File: config.mk
export PLATFORM = sky130hd
export DESIGN_NAME = serial_pattern_gen
export DESIGN_NICKNAME = d
export VERILOG_FILES = /design/src/rtl/serial_pattern_gen.sv
export SDC_FILE = /design/constraint.sdc
export NUM_CORES = 1
export LEC_CHECK = 0
export CAP_MARGIN = 20
export CORE_MARGIN = 1.5
export CORE_UTILIZATION = 57
export DETAILED_ROUTE_END_ITERATION = 12
export GPL_TIMING_DRIVEN = 0
export MAX_ROUTING_LAYER = met4
export PLACE_DENSITY = 0.94
export SYNTH_ARGS = -nofsm -noshare
export SYNTH_HDL_FRONTEND = slang
export SYNTH_SLANG_ARGS = --single-unit
File: constraint.sdc
create_clock -name clk -period 5.4 [get_ports clk]
set_input_delay 1.08 -clock clk [delete_from_list [all_inputs] [get_ports clk]]
set_output_delay 1.08 -clock clk [all_outputs]
set_load 0.01 [all_outputs]
File: src/rtl/serial_pattern_gen.sv
// Serial pattern transmitter: sends a latched pattern MSB-first with optional filler gaps.
// Optional PRBS gap filler is enabled by defining SERIAL_PATTERN_GEN_PRBS_FILL_EN.
module serial_pattern_gen #(
  parameter int PAT_W = 4,
  parameter int REP_W = 8,
  parameter int GAP_W = 4,
  parameter int CNT_W = 16
) (
  input  logic             clk,
  input  logic             rst,
  input  logic             req_valid,
  output logic             req_ready,
  input  logic [PAT_W-1:0] req_pattern,
  input  logic [REP_W-1:0] req_reps,
  input  logic [GAP_W-1:0] req_gap,
  input  logic             abort,
  output logic             ser_out,
  output logic             ser_valid,
  output logic             busy,
  output logic             done,
  output logic [CNT_W-1:0] pat_count
);

  localparam int IDX_W = (PAT_W > 1) ? $clog2(PAT_W) : 1;
  localparam logic [IDX_W-1:0] LAST_IDX = IDX_W'(PAT_W - 1);

  typedef enum logic [1:0] {IDLE, SHIFT, GAP, DONE} state_t;

  state_t           r_state;
  logic [PAT_W-1:0] r_pattern;
  logic [REP_W-1:0] r_repsLeft;
  logic [GAP_W-1:0] r_gap;
  logic [GAP_W-1:0] r_gapCnt;
  logic [IDX_W-1:0] r_idx;
  logic             r_serOut;
  logic             r_serValid;
  logic             r_busy;
  logic             r_done;
  logic             r_reqReady;
  logic [CNT_W-1:0] r_patCount;

  state_t           w_nextState;
  logic [PAT_W-1:0] w_pattern;
  logic [REP_W-1:0] w_repsLeft;
  logic [GAP_W-1:0] w_gap;
  logic [GAP_W-1:0] w_gapCnt;
  logic [IDX_W-1:0] w_idx;
  logic             w_serOut;
  logic             w_serValid;
  logic             w_busy;
  logic             w_done;
  logic             w_countInc;
  logic             w_fillBit;

`ifdef SERIAL_PATTERN_GEN_PRBS_FILL_EN
  logic [6:0] r_lfsr;

  // x^7+x^6+1 filler source; survives aborts and new requests, only reset reseeds it
  always_ff @(posedge clk or negedge rst) begin
    if (!rst) begin
      r_lfsr <= 7'h7F;
    end else if (r_state == GAP && !abort) begin
      r_lfsr <= {r_lfsr[5:0], r_lfsr[6] ^ r_lfsr[5]};
    end
  end

  assign w_fillBit = r_lfsr[6];
`else
  assign w_fillBit = 1'b0;
`endif

  always_comb begin
    w_nextState = r_state;
    w_pattern   = r_pattern;
    w_repsLeft  = r_repsLeft;
    w_gap       = r_gap;
    w_gapCnt    = r_gapCnt;
    w_idx       = r_idx;
    w_serOut    = 1'b0;
    w_serValid  = 1'b0;
    w_done      = 1'b0;
    w_countInc  = 1'b0;
    w_busy      = 1'b0;

    case (r_state)
      IDLE: begin
        // r_reqReady gates acceptance so a request is never taken while req_ready reads 0
        if (req_valid && r_reqReady) begin
          w_pattern  = req_pattern;
          w_repsLeft = req_reps;
          w_gap      = req_gap;
          w_idx      = LAST_IDX;
          w_nextState = (req_reps == '0) ? DONE : SHIFT;
        end
      end
      SHIFT: begin
        if (abort) begin
          w_nextState = IDLE;
        end else begin
          w_serValid = 1'b1;
          w_serOut   = r_pattern[r_idx];
          if (r_idx == '0) begin
            w_countInc = 1'b1;
            w_repsLeft = r_repsLeft - REP_W'(1);
            if (r_repsLeft == REP_W'(1)) begin
              w_nextState = DONE;
            end else if (r_gap != '0) begin
              w_nextState = GAP;
              w_gapCnt    = r_gap;
            end else begin
              w_idx = LAST_IDX;
            end
          end else begin
            w_idx = r_idx - IDX_W'(1);
          end
        end
      end
      GAP: begin
        if (abort) begin
          w_nextState = IDLE;
        end else begin
          w_serValid = 1'b1;
          w_serOut   = w_fillBit;
          if (r_gapCnt == GAP_W'(1)) begin
            w_nextState = SHIFT;
            w_idx       = LAST_IDX;
          end else begin
            w_gapCnt = r_gapCnt - GAP_W'(1);
          end
        end
      end
      DONE: begin
        w_done      = 1'b1;
        w_nextState = IDLE;
      end
      default: w_nextState = IDLE;
    endcase

    // busy covers the cycle in which done is shown, and drops at once on abort
    w_busy = (w_nextState != IDLE) || (r_state == DONE);
  end

  always_ff @(posedge clk or negedge rst) begin
    if (!rst) begin
      r_state    <= IDLE;
      r_pattern  <= '0;
      r_repsLeft <= '0;
      r_gap      <= '0;
      r_gapCnt   <= '0;
      r_idx      <= '0;
      r_serOut   <= 1'b0;
      r_serValid <= 1'b0;
      r_busy     <= 1'b0;
      r_done     <= 1'b0;
      r_reqReady <= 1'b1;
      r_patCount <= '0;
    end else begin
      r_state    <= w_nextState;
      r_pattern  <= w_pattern;
      r_repsLeft <= w_repsLeft;
      r_gap      <= w_gap;
      r_gapCnt   <= w_gapCnt;
      r_idx      <= w_idx;
      r_serOut   <= w_serOut;
      r_serValid <= w_serValid;
      r_busy     <= w_busy;
      r_done     <= w_done;
      r_reqReady <= ~w_busy;
      if (w_countInc) begin
        r_patCount <= r_patCount + CNT_W'(1);
      end
    end
  end

  assign ser_out   = r_serOut;
  assign ser_valid = r_serValid;
  assign busy      = r_busy;
  assign done      = r_done;
  assign req_ready = r_reqReady;
  assign pat_count = r_patCount;

endmodule

# Yosys cells after proc, flatten, opt, wreduce, memory -nomap -nowiden
# Index checks and enable logic that the tools add are counted.
# totals
elab_cells	86
input_bits	20
ff_bits	45
out_inout_bits	21
# op_classes
muxes	38
magnitude_cmp	1
n_reduce_logical	15
addsub	4
n_eq_ne	15
n_bitwise	1
# ops
operator	n
2-bit 2-to-1 mux	15
4-bit 2-to-1 mux	6
8-bit 2-to-1 mux	3
16-bit by 1-bit adder with 16-bit output, second input constant	1
2-bit != test, second input constant	8
8-bit one-hot mux with 2 select lines	1
7-bit AND reduction	2
1-bit 2-to-1 mux	9
8-bit by 1-bit equality test with 1-bit output, second input constant	1
8-bit logical NOT	1
2-bit one-hot mux with 4 select lines	1
4-bit one-hot mux with 2 select lines	1
8-bit by 1-bit subtractor with 8-bit output, second input constant	1
3-bit != test, second input constant	2
2-bit one-hot mux with 3 select lines	1
2-bit nonzero test	3
2-bit equality test, second input constant	2
4-bit by 1-bit equality test with 1-bit output, second input constant	1
2-bit logical NOT	2
4-bit AND reduction	1
4-bit nonzero test	1
4-bit by 1-bit subtractor with 4-bit output, second input constant	1
2-bit by 3-bit < comparator with 1-bit output, second input constant	1
3-bit nonzero test	1
8 further kinds	8

# Depth between registers and ports, before layout
# Gate-level depths: netlist of the first run.
# logic_depth
word_depth	9
mapped_depth	8
ltp_nobuf	7

# Worst setup path before layout of the first run
# No wires, ideal clock.
# synth_timing
kind	input-to-reg
from	input port abort
to	register r_repsLeft[0]
required_ns	5.305
stages	6
n_path_buf	2
arrival_ns	2.103
path_slack_ns	3.202
cell_sequence	and3b_1 buf_2 o21ai_1 buf_2 o21ai_0 o31ai_1
# synth_via
elab_chain_cells	2
# synth_rtl
element	line	source
from (decl)	16	input logic abort,
2-bit != test (no source line)	-	
4-bit AND reduction (no source line)	-	
to (signal assigned)	160	r_repsLeft <= w_repsLeft;
to (decl)	31	logic [REP_W-1:0] r_repsLeft;
# No other way between the ends.
# A chain may end at the register's enable or synchronous reset.

# Final worst setup path of the first run
# Ends and elaborated chain as after synthesis.

==> results of run 1 <==
[registers in the layout, indices dropped and copies added (netlist names)]
signal	count
pat_count	16
r_repsLeft	8
r_gapCnt	4
r_gap	4
r_pattern	4
r_idx	2
r_state	2
busy	1
done	1
req_ready	1
ser_out	1
ser_valid	1
[critical path, cell delays in order]
cell	delay, ps
clkdlybuf4s50_1	630
and3b_1	230
buf_2	190
o21ai_1	420
buf_2	320
o21ai_0	120
o31ai_1	70
[metal layers]
layer	global-route usage, %	wire length [µm]	up-vias
met5	-	0	-
met4	10.8	88	0
met3	3.95	253	11
met2	43.0	2660	66
met1	31.8	2240	933
li1	-	-	916
[power by group through the flow]
stage / clock network (mW) / registers, mW / logic [mW]
floorplan: 0 / 0.535 / 0.356
global placement: 0 / 0.545 / 0.479
detailed placement: 0 / 0.553 / 0.501
CTS: 0.268 / 0.548 / 0.513
global route: 0.284 / 0.565 / 0.572
finish: 0.267 / 0.551 / 0.516
[Yosys cell counts (3+ instances only)]
| master | instances |
|---|---|
| inv_1 | 12 |
| nor3_1 | 4 |
| clkbuf_1 | 4 |
| mux2_2 | 10 |
| nor2b_1 | 7 |
| ha_1 | 11 |
| a31oi_1 | 6 |
| xnor2_1 | 12 |
| nand4_1 | 3 |
| nor2_1 | 14 |
| o21ai_0 | 10 |
| nand2_1 | 18 |
| and2_1 | 4 |
| nor3b_1 | 5 |
| dfrtp_1 | 44 |
| and4_1 | 5 |
| o22a_1 | 7 |
| nand3_1 | 8 |
| xor2_1 | 3 |
| a21oi_1 | 9 |
[final cells by class]
type                       count  area (µm²)  share of cell area [%]
clock inverter                 1        30.0                    1.00
clock buffer                   7        86.3                    2.88
timing repair buffer          41         415                    13.9
tap                           50        62.6                    2.09
buffer                         6        25.0                   0.834
inverter                      12        45.0                    1.50
sequential                    45        1130                    37.6
multi-input combinational    165        1210                    40.3
[how the worst max path moves through the flow]
stage          startpoint            end  slack [ps]  depth (start not counted)
5_1_grt             abort  r_repsLeft[0]        2460                          7
6_report            abort  r_repsLeft[0]        2560                          7
3_3_place_gp          rst   r_pattern[2]        2090                          1
3_5_place_dp        abort  r_repsLeft[0]        2310                          7
2_1_floorplan       abort  r_repsLeft[0]        3200                          6
4_1_cts             abort  r_repsLeft[0]        2600                          7
[cells by family (layout without fill, tap and decap cells)]
kind of cell,Yosys count,in the layout,synth area share (%)
simple gates,81,81,19.1
compound gates,45,45,13.4
flops,45,45,46.9
buf+inv,18,67,2.91
xor+xnor,15,15,5.46
mux,13,13,6.45
fa+ha+maj,11,11,5.72
[cell usage in the layout (no fill, tap or decap), types with 2 or more instances in the layout]
master / synthesis / final
a31oi_1: 6 / 6
ha_1: 11 / 11
a41oi_1: 2 / 2
or3_1: 2 / 2
clkdlybuf4s50_1: 0 / 39
clkbuf_1: 4 / 5
and2_1: 4 / 4
and3_1: 2 / 2
mux2_2: 10 / 10
buf_2: 2 / 3
o22a_1: 7 / 7
nand4_1: 3 / 3
xnor2_1: 12 / 12
clkbuf_8: 0 / 6
a211o_1: 2 / 2
inv_1: 12 / 12
xor2_1: 3 / 3
mux2i_1: 2 / 2
nor2_1: 14 / 14
nor2b_1: 7 / 7
nand2b_1: 2 / 2
a21oi_1: 9 / 9
and4_1: 5 / 5
or4_1: 2 / 2
o21ai_0: 10 / 10
dfrtp_1: 44 / 44
nor3b_1: 5 / 5
nor3_1: 4 / 4
nand2_1: 18 / 18
nand3_1: 8 / 8
[stage by stage]
| step | power, mW | utilization, % | hold WS, ps | area (µm²) |
|---|---|---|---|---|
| detailed placement | 1.05 | 71.6 | 464 | 2880 |
| finish | 1.33 | 74.4 | 471 | 3000 |
| floorplan | 0.891 | - | 474 | 2400 |
| global route | 1.42 | 74.4 | 497 | 3000 |
| global placement | 1.02 | 71.2 | 455 | 2870 |
| CTS | 1.33 | 74.4 | 478 | 3000 |
==> run metrics, run 1 <==
run status=complete, no violations; PortBufs=40; number of buffers created by CTS=5; WL/cell=16.0 µm; clock share of power=20.0%; most area-consuming cells after synthesis=dfrtp_1 46%, ha_1 5.7%, mux2_2 4.7%, xnor2_1 4.4%, nand2_1 2.8%; post-detailed-placement half-perimeter wirelength=3790 µm; DRC errors left=0; cell depth of the worst min-delay path=1; Die W=68.0 µm; number of fill cells in the layout=289; Gate Count Post-Synth=228; global-route usage over all layers=26.0%; Static Leakage=1.29 nW; fraction of final layout cells sized beyond drive strength 1=10.5%; fin. max-slew vios=0; warning count from the yosys run=0; worst-case clock buffer depth=2; DR pass1 iterations=4; Initial Utilization=59.7%; number of global-route vias before repair=1890; detailed-route via count=1926; count of nets left with antenna violations after detail routing=0; min cycle time layout=2840 ps; number of synthesized flops with an enable pin=0; Ports=41; worst slew margin relative to its limit=68.3%; maximum ir drop on the vdd rail=0.314 mV; Worst Path Required=5610 ps; launching point of the worst reg2reg path=r_state[1]; hold buffers post-CTS=0; Iteration-0 DRC Markers=136; number of placed instances with taps included=319; wire length of the first global-routing pass=8670 µm; post-CTS setup repair buffer count=0; placement-stage worst setup slack=2310 ps; number of rows in the core area=23; Setup violations, final=0; library cell with the largest summed area after synthesis=dfrtp_1; clock tree skew after final layout=7.25 ps; switching component of the power=0.488 mW; DIE AREA=4620 µm²; number of cells on the worst reg-to-reg path=8; Hold Crit Class=reg2reg; setup_tns=0 ps; capture endpoint of the worst hold path=pat_count[15]; Placeable Area=4030 µm²; Critical Path Source Type=input pin; Final Hold Violating Endpoints=0; via count normalized by instance count=5.89; Max Freq=0.352 GHz; arrival time of data at the critical path endpoint=3060 ps; setup slack after layout=2560 ps; PD cells=445 nW/µm²; number of distinct library cell variants in the gate-level netlist after synthesis=44; Comb power frac=38.7%; worst slew pin tran=473 ps; sequential fraction of the synthesis area=46.9%; RSZ-0062 raised after global routing=no; clock slew at the register clock pins of the worst setup and hold paths=80 ps; Hold Path Origin=pat_count[15]; clock latency at the later pin of the worst-skew pair=300 ps; clock tree from TritonCTS=done; PostCTS Resize Cnt=0; Internal=0.845 mW; routability congestion estimate from global placement=0.888; final global-route overflow total=0; nets=307; Setup Crit Path Kind=in2reg; area fraction of the dominant cell type after synthesis=45.8%; total inserted antenna cells=0; Routed Wire Length=5240 µm; Final Instance Count excl. Fillers=327; syn nets=259; vertical extent of the die=68.0 µm; area added between synthesis and finish=24.7%; crit share post-route=52.6%; count of state elements after synthesis=45; maximum fanout count along the critical path=10; cell area after synthesis=2400 µm²; clock tree root buffer cell=clkbuf_8; Max Cap Violations=0; number of H-tree branching levels=2; Reg-to-Reg End=r_repsLeft[0]; initial antenna violation count=0; pin count of the biggest net entering global routing=27; Reg power frac=41.3%; average footprint of a synthesized cell=10.5 µm²; share of flip-flops with an asynchronous set or reset=100%; reg2reg setup slack=3110 ps; Critical Path End Type=flop; Most used DFF post-synth=dfrtp_1; switch share=36.6%; CTS sink count=45
(Power assumes the default switching activity.)
==> run 2: changes to the inputs <==
--- a/config.mk
+++ b/config.mk
@@ -7,11 +7,11 @@
 export LEC_CHECK = 0
 export CAP_MARGIN = 20
 export CORE_MARGIN = 1.5
-export CORE_UTILIZATION = 57
+export CORE_UTILIZATION = 48
 export DETAILED_ROUTE_END_ITERATION = 12
 export GPL_TIMING_DRIVEN = 0
 export MAX_ROUTING_LAYER = met4
-export PLACE_DENSITY = 0.94
+export PLACE_DENSITY = 0.85
 export SYNTH_ARGS = -nofsm -noshare
 export SYNTH_HDL_FRONTEND = slang
 export SYNTH_SLANG_ARGS = --single-unit
==> constraint.sdc (replaced) <==
create_clock -name clk -period 2.49 [get_ports clk]
set_input_delay 0.498 -clock clk [delete_from_list [all_inputs] [get_ports clk]]
set_output_delay 0.498 -clock clk [all_outputs]
set_load 0.01 [all_outputs]
==> run 2 against run 1 <==
Design area rose by 0.83%. Count of clock-buffer cells in the layout decreased by 1. Hold slack worse by 380 ps. Core utilization shrank 11 points. Non-clock buffer count stayed put. Clock power grew 120%. Global-route usage down 5.3 points. Combinational power up 120%. Die area up 18%. Routed wire length down 6.5%. Register-to-register slack lost 2900 ps.
==> run metrics, run 2 (synthesis gave the netlist of run 1 again) <==
post-placement cell area=2900 µm² (+0.74%); PortBufs=40 (unchanged); critical path startpoint=r_state[1]; CP dominant cell by count=buf_2; count of nets left with antenna violations after detail routing=0 (unchanged); Initial Utilization=50.2% (-9.4 points); wire length of the first global-routing pass=8510 µm (-1.8%); Hold Crit Class=in2async; RSZ-0062 raised after global routing=no; Critical Path Source Type=flop; reg2reg setup slack=220 ps (-2890 ps); Reg-to-Reg End=r_repsLeft[0]; vertical extent of the die=73.8 µm (+8.6%); Max Cap Violations=0 (unchanged); DRC errors left=0 (unchanged); PostCTS Resize Cnt=0 (unchanged); final design area excluding fillers=3020 µm² (+0.83%); Ports=41 (unchanged); Setup violations, final=0 (unchanged); total inserted antenna cells=0 (unchanged); clock tree root buffer cell=clkbuf_8; fin. max-slew vios=0 (unchanged); worst slew pin tran=576 ps (+104 ps); Cell Chain, Critical Path=inv_1 -> ha_1 -> and3b_1 -> buf_2 -> o21ai_1 -> buf_2 -> o21ai_0 -> o31ai_1; area of the multi-input gates=1210 µm² (unchanged); Static Leakage=1.29 nW (about the same); WL/cell=14.2 µm (-11%); setup slack after layout=224 ps (-2330 ps); leading cell type in the layout, fill and taps excluded=dfrtp_1; number of global-route vias before repair=1882 (-0.42%); clock slew at the register clock pins of the worst setup and hold paths=90 ps (about the same); Internal=1.83 mW (+120%); launching point of the worst reg2reg path=r_state[1]; Critical Path End Type=flop; worst hold slack across all endpoints=87.1 ps (-384 ps); run status=complete, no violations; switching component of the power=1.04 mW (+110%); number of rows in the core area=25 (+8.7%); maximum fanout count along the critical path=10 (unchanged); post-detailed-placement half-perimeter wirelength=3590 µm (-5.3%); pin count of the biggest net entering global routing=34 (+26%); slowest stage delay, CP=450 ps (-180 ps); Reg power frac=41.2% (about the same); PD cells=948 nW/µm² (+110%); Die W=73.8 µm (+8.6%); CP max stage cell=dfrtp_1; placement-stage worst setup slack=-29.1 ps (-2340 ps); CTS sink count=45 (unchanged); arrival time of data at the critical path endpoint=2470 ps (-590 ps); Worst Path Required=2690 ps (-2920 ps); number of fill cells in the layout=393 (+36%); Comb power frac=38.6% (about the same); initial antenna violation count=0 (unchanged); Setup Crit Path Kind=reg2reg; clock share of power=20.2% (+0.2 points); worst-case clock buffer depth=2 (unchanged); Max Freq=0.441 GHz; Final Hold Violating Endpoints=0 (unchanged); number of buffers created by CTS=5 (unchanged); count of buffer and inverter cells on the critical path=3 (unchanged); DIE AREA=5440 µm² (+18%); crit share post-route=91.0%; maximum ir drop on the vdd rail=0.549 mV (+75%); number of H-tree branching levels=2 (unchanged); worst slew margin relative to its limit=61.5% (-6.8 points); routability congestion estimate from global placement=0.858 (-3.4%); DR pass1 iterations=4 (unchanged); number of cells on the worst reg-to-reg path=8 (unchanged); area added between synthesis and finish=25.8%; hold buffers post-CTS=0 (unchanged); total area of sequential cells=1130 µm² (unchanged); clock tree from TritonCTS=done; detailed-route via count=1946 (+1.0%); min cycle time layout=2270 ps; family with the most delay on the worst path=compound AO/OA/AOI/OAI gates; overall power after layout=2.87 mW (+110%); Iteration-0 DRC Markers=154 (+13%); via count normalized by instance count=5.66 (-4.0%); global-route usage over all layers=20.7% (-5.3 points); clock tree skew after final layout=5.08 ps (-2.17 ps); Routed Wire Length=4900 µm (-6.5%); switch share=36.2% (-0.40 points); clock latency at the later pin of the worst-skew pair=300 ps (about the same); final global-route overflow total=0 (unchanged); fraction of final layout cells sized beyond drive strength 1=10.8% (+0.36 points); Placeable Area=4790 µm² (+19%); post-CTS setup repair buffer count=0 (unchanged); nets=307 (unchanged); commonest non-fill, non-tap cells in the layout=44 x dfrtp_1, 39 x clkdlybuf4s50_1, 18 x nand2_1, 14 x nor2_1; max reg flops=16 (unchanged)
run 2: routing by layer:
layer / vias to the layer above / part of all wire [%] / GRT usage (%)
met5: - / 0 / -
met4: 0 / 1.7 / 5.76
met3: 12 / 3.9 / 4.66
met2: 53 / 50 / 33.7
met1: 965 / 44 / 25.8
li1: 916 / - / -
run 2: power groups by stage:
| stage | combinational, mW | clock (mW) | sequential [mW] |
|---|---|---|---|
| 2_1_floorplan | 0.772 | 0 | 1.16 |
| 3_3_place_gp | 1.04 | 0 | 1.18 |
| 3_5_place_dp | 1.09 | 0 | 1.20 |
| 4_1_cts | 1.11 | 0.592 | 1.18 |
| 5_1_grt | 1.23 | 0.626 | 1.22 |
| 6_report | 1.11 | 0.581 | 1.18 |
run 2: stage by stage:
step           setup TNS (ps)  instances  util, %
2_1_floorplan               0        228        -
3_3_place_gp           -12370        335     60.4
3_5_place_dp            -29.1        336     60.7
4_1_cts                     0        344     63.2
5_1_grt                     0        344     63.2
6_report                    0        344     63.2
run 2: worst max path at each step:
stage	cells past startpoint	end	slack, ps
finish	8	r_repsLeft[0]	220
global route	8	r_repsLeft[0]	40
CTS	8	r_repsLeft[0]	260
detailed placement	7	r_repsLeft[0]	-30
global placement	1	pat_count[15]	-280
floorplan	8	r_repsLeft[0]	650
run 2: cell type report:
class,count,share of cell area (%)
Multi-Input combinational cell,165,39.9
Timing Repair Buffer,41,13.7
Inverter,12,1.49
Clock inverter,2,1.24
Buffer,6,0.827
Sequential cell,45,37.3
Clock buffer,6,2.73
Tap cell,67,2.77
==> run 3: changes to the inputs <==
==> constraint.sdc (replaced) <==
create_clock -name clk -period 2.49 [get_ports clk]
set_input_delay 0.6225 -clock clk [delete_from_list [all_inputs] [get_ports clk]]
set_output_delay 0.6225 -clock clk [all_outputs]
set_load 0.01 [all_outputs]
==> results of run 3 <==
Same layout as run 2 (identical final DEF). Status: complete, no violations.
Main changes from that run: setup slack after placement -29.1 ps -> -154 ps; setup slack after layout 224 ps -> 132 ps; hold slack 87.1 ps -> 212 ps; start point of the critical path r_state[1] -> abort
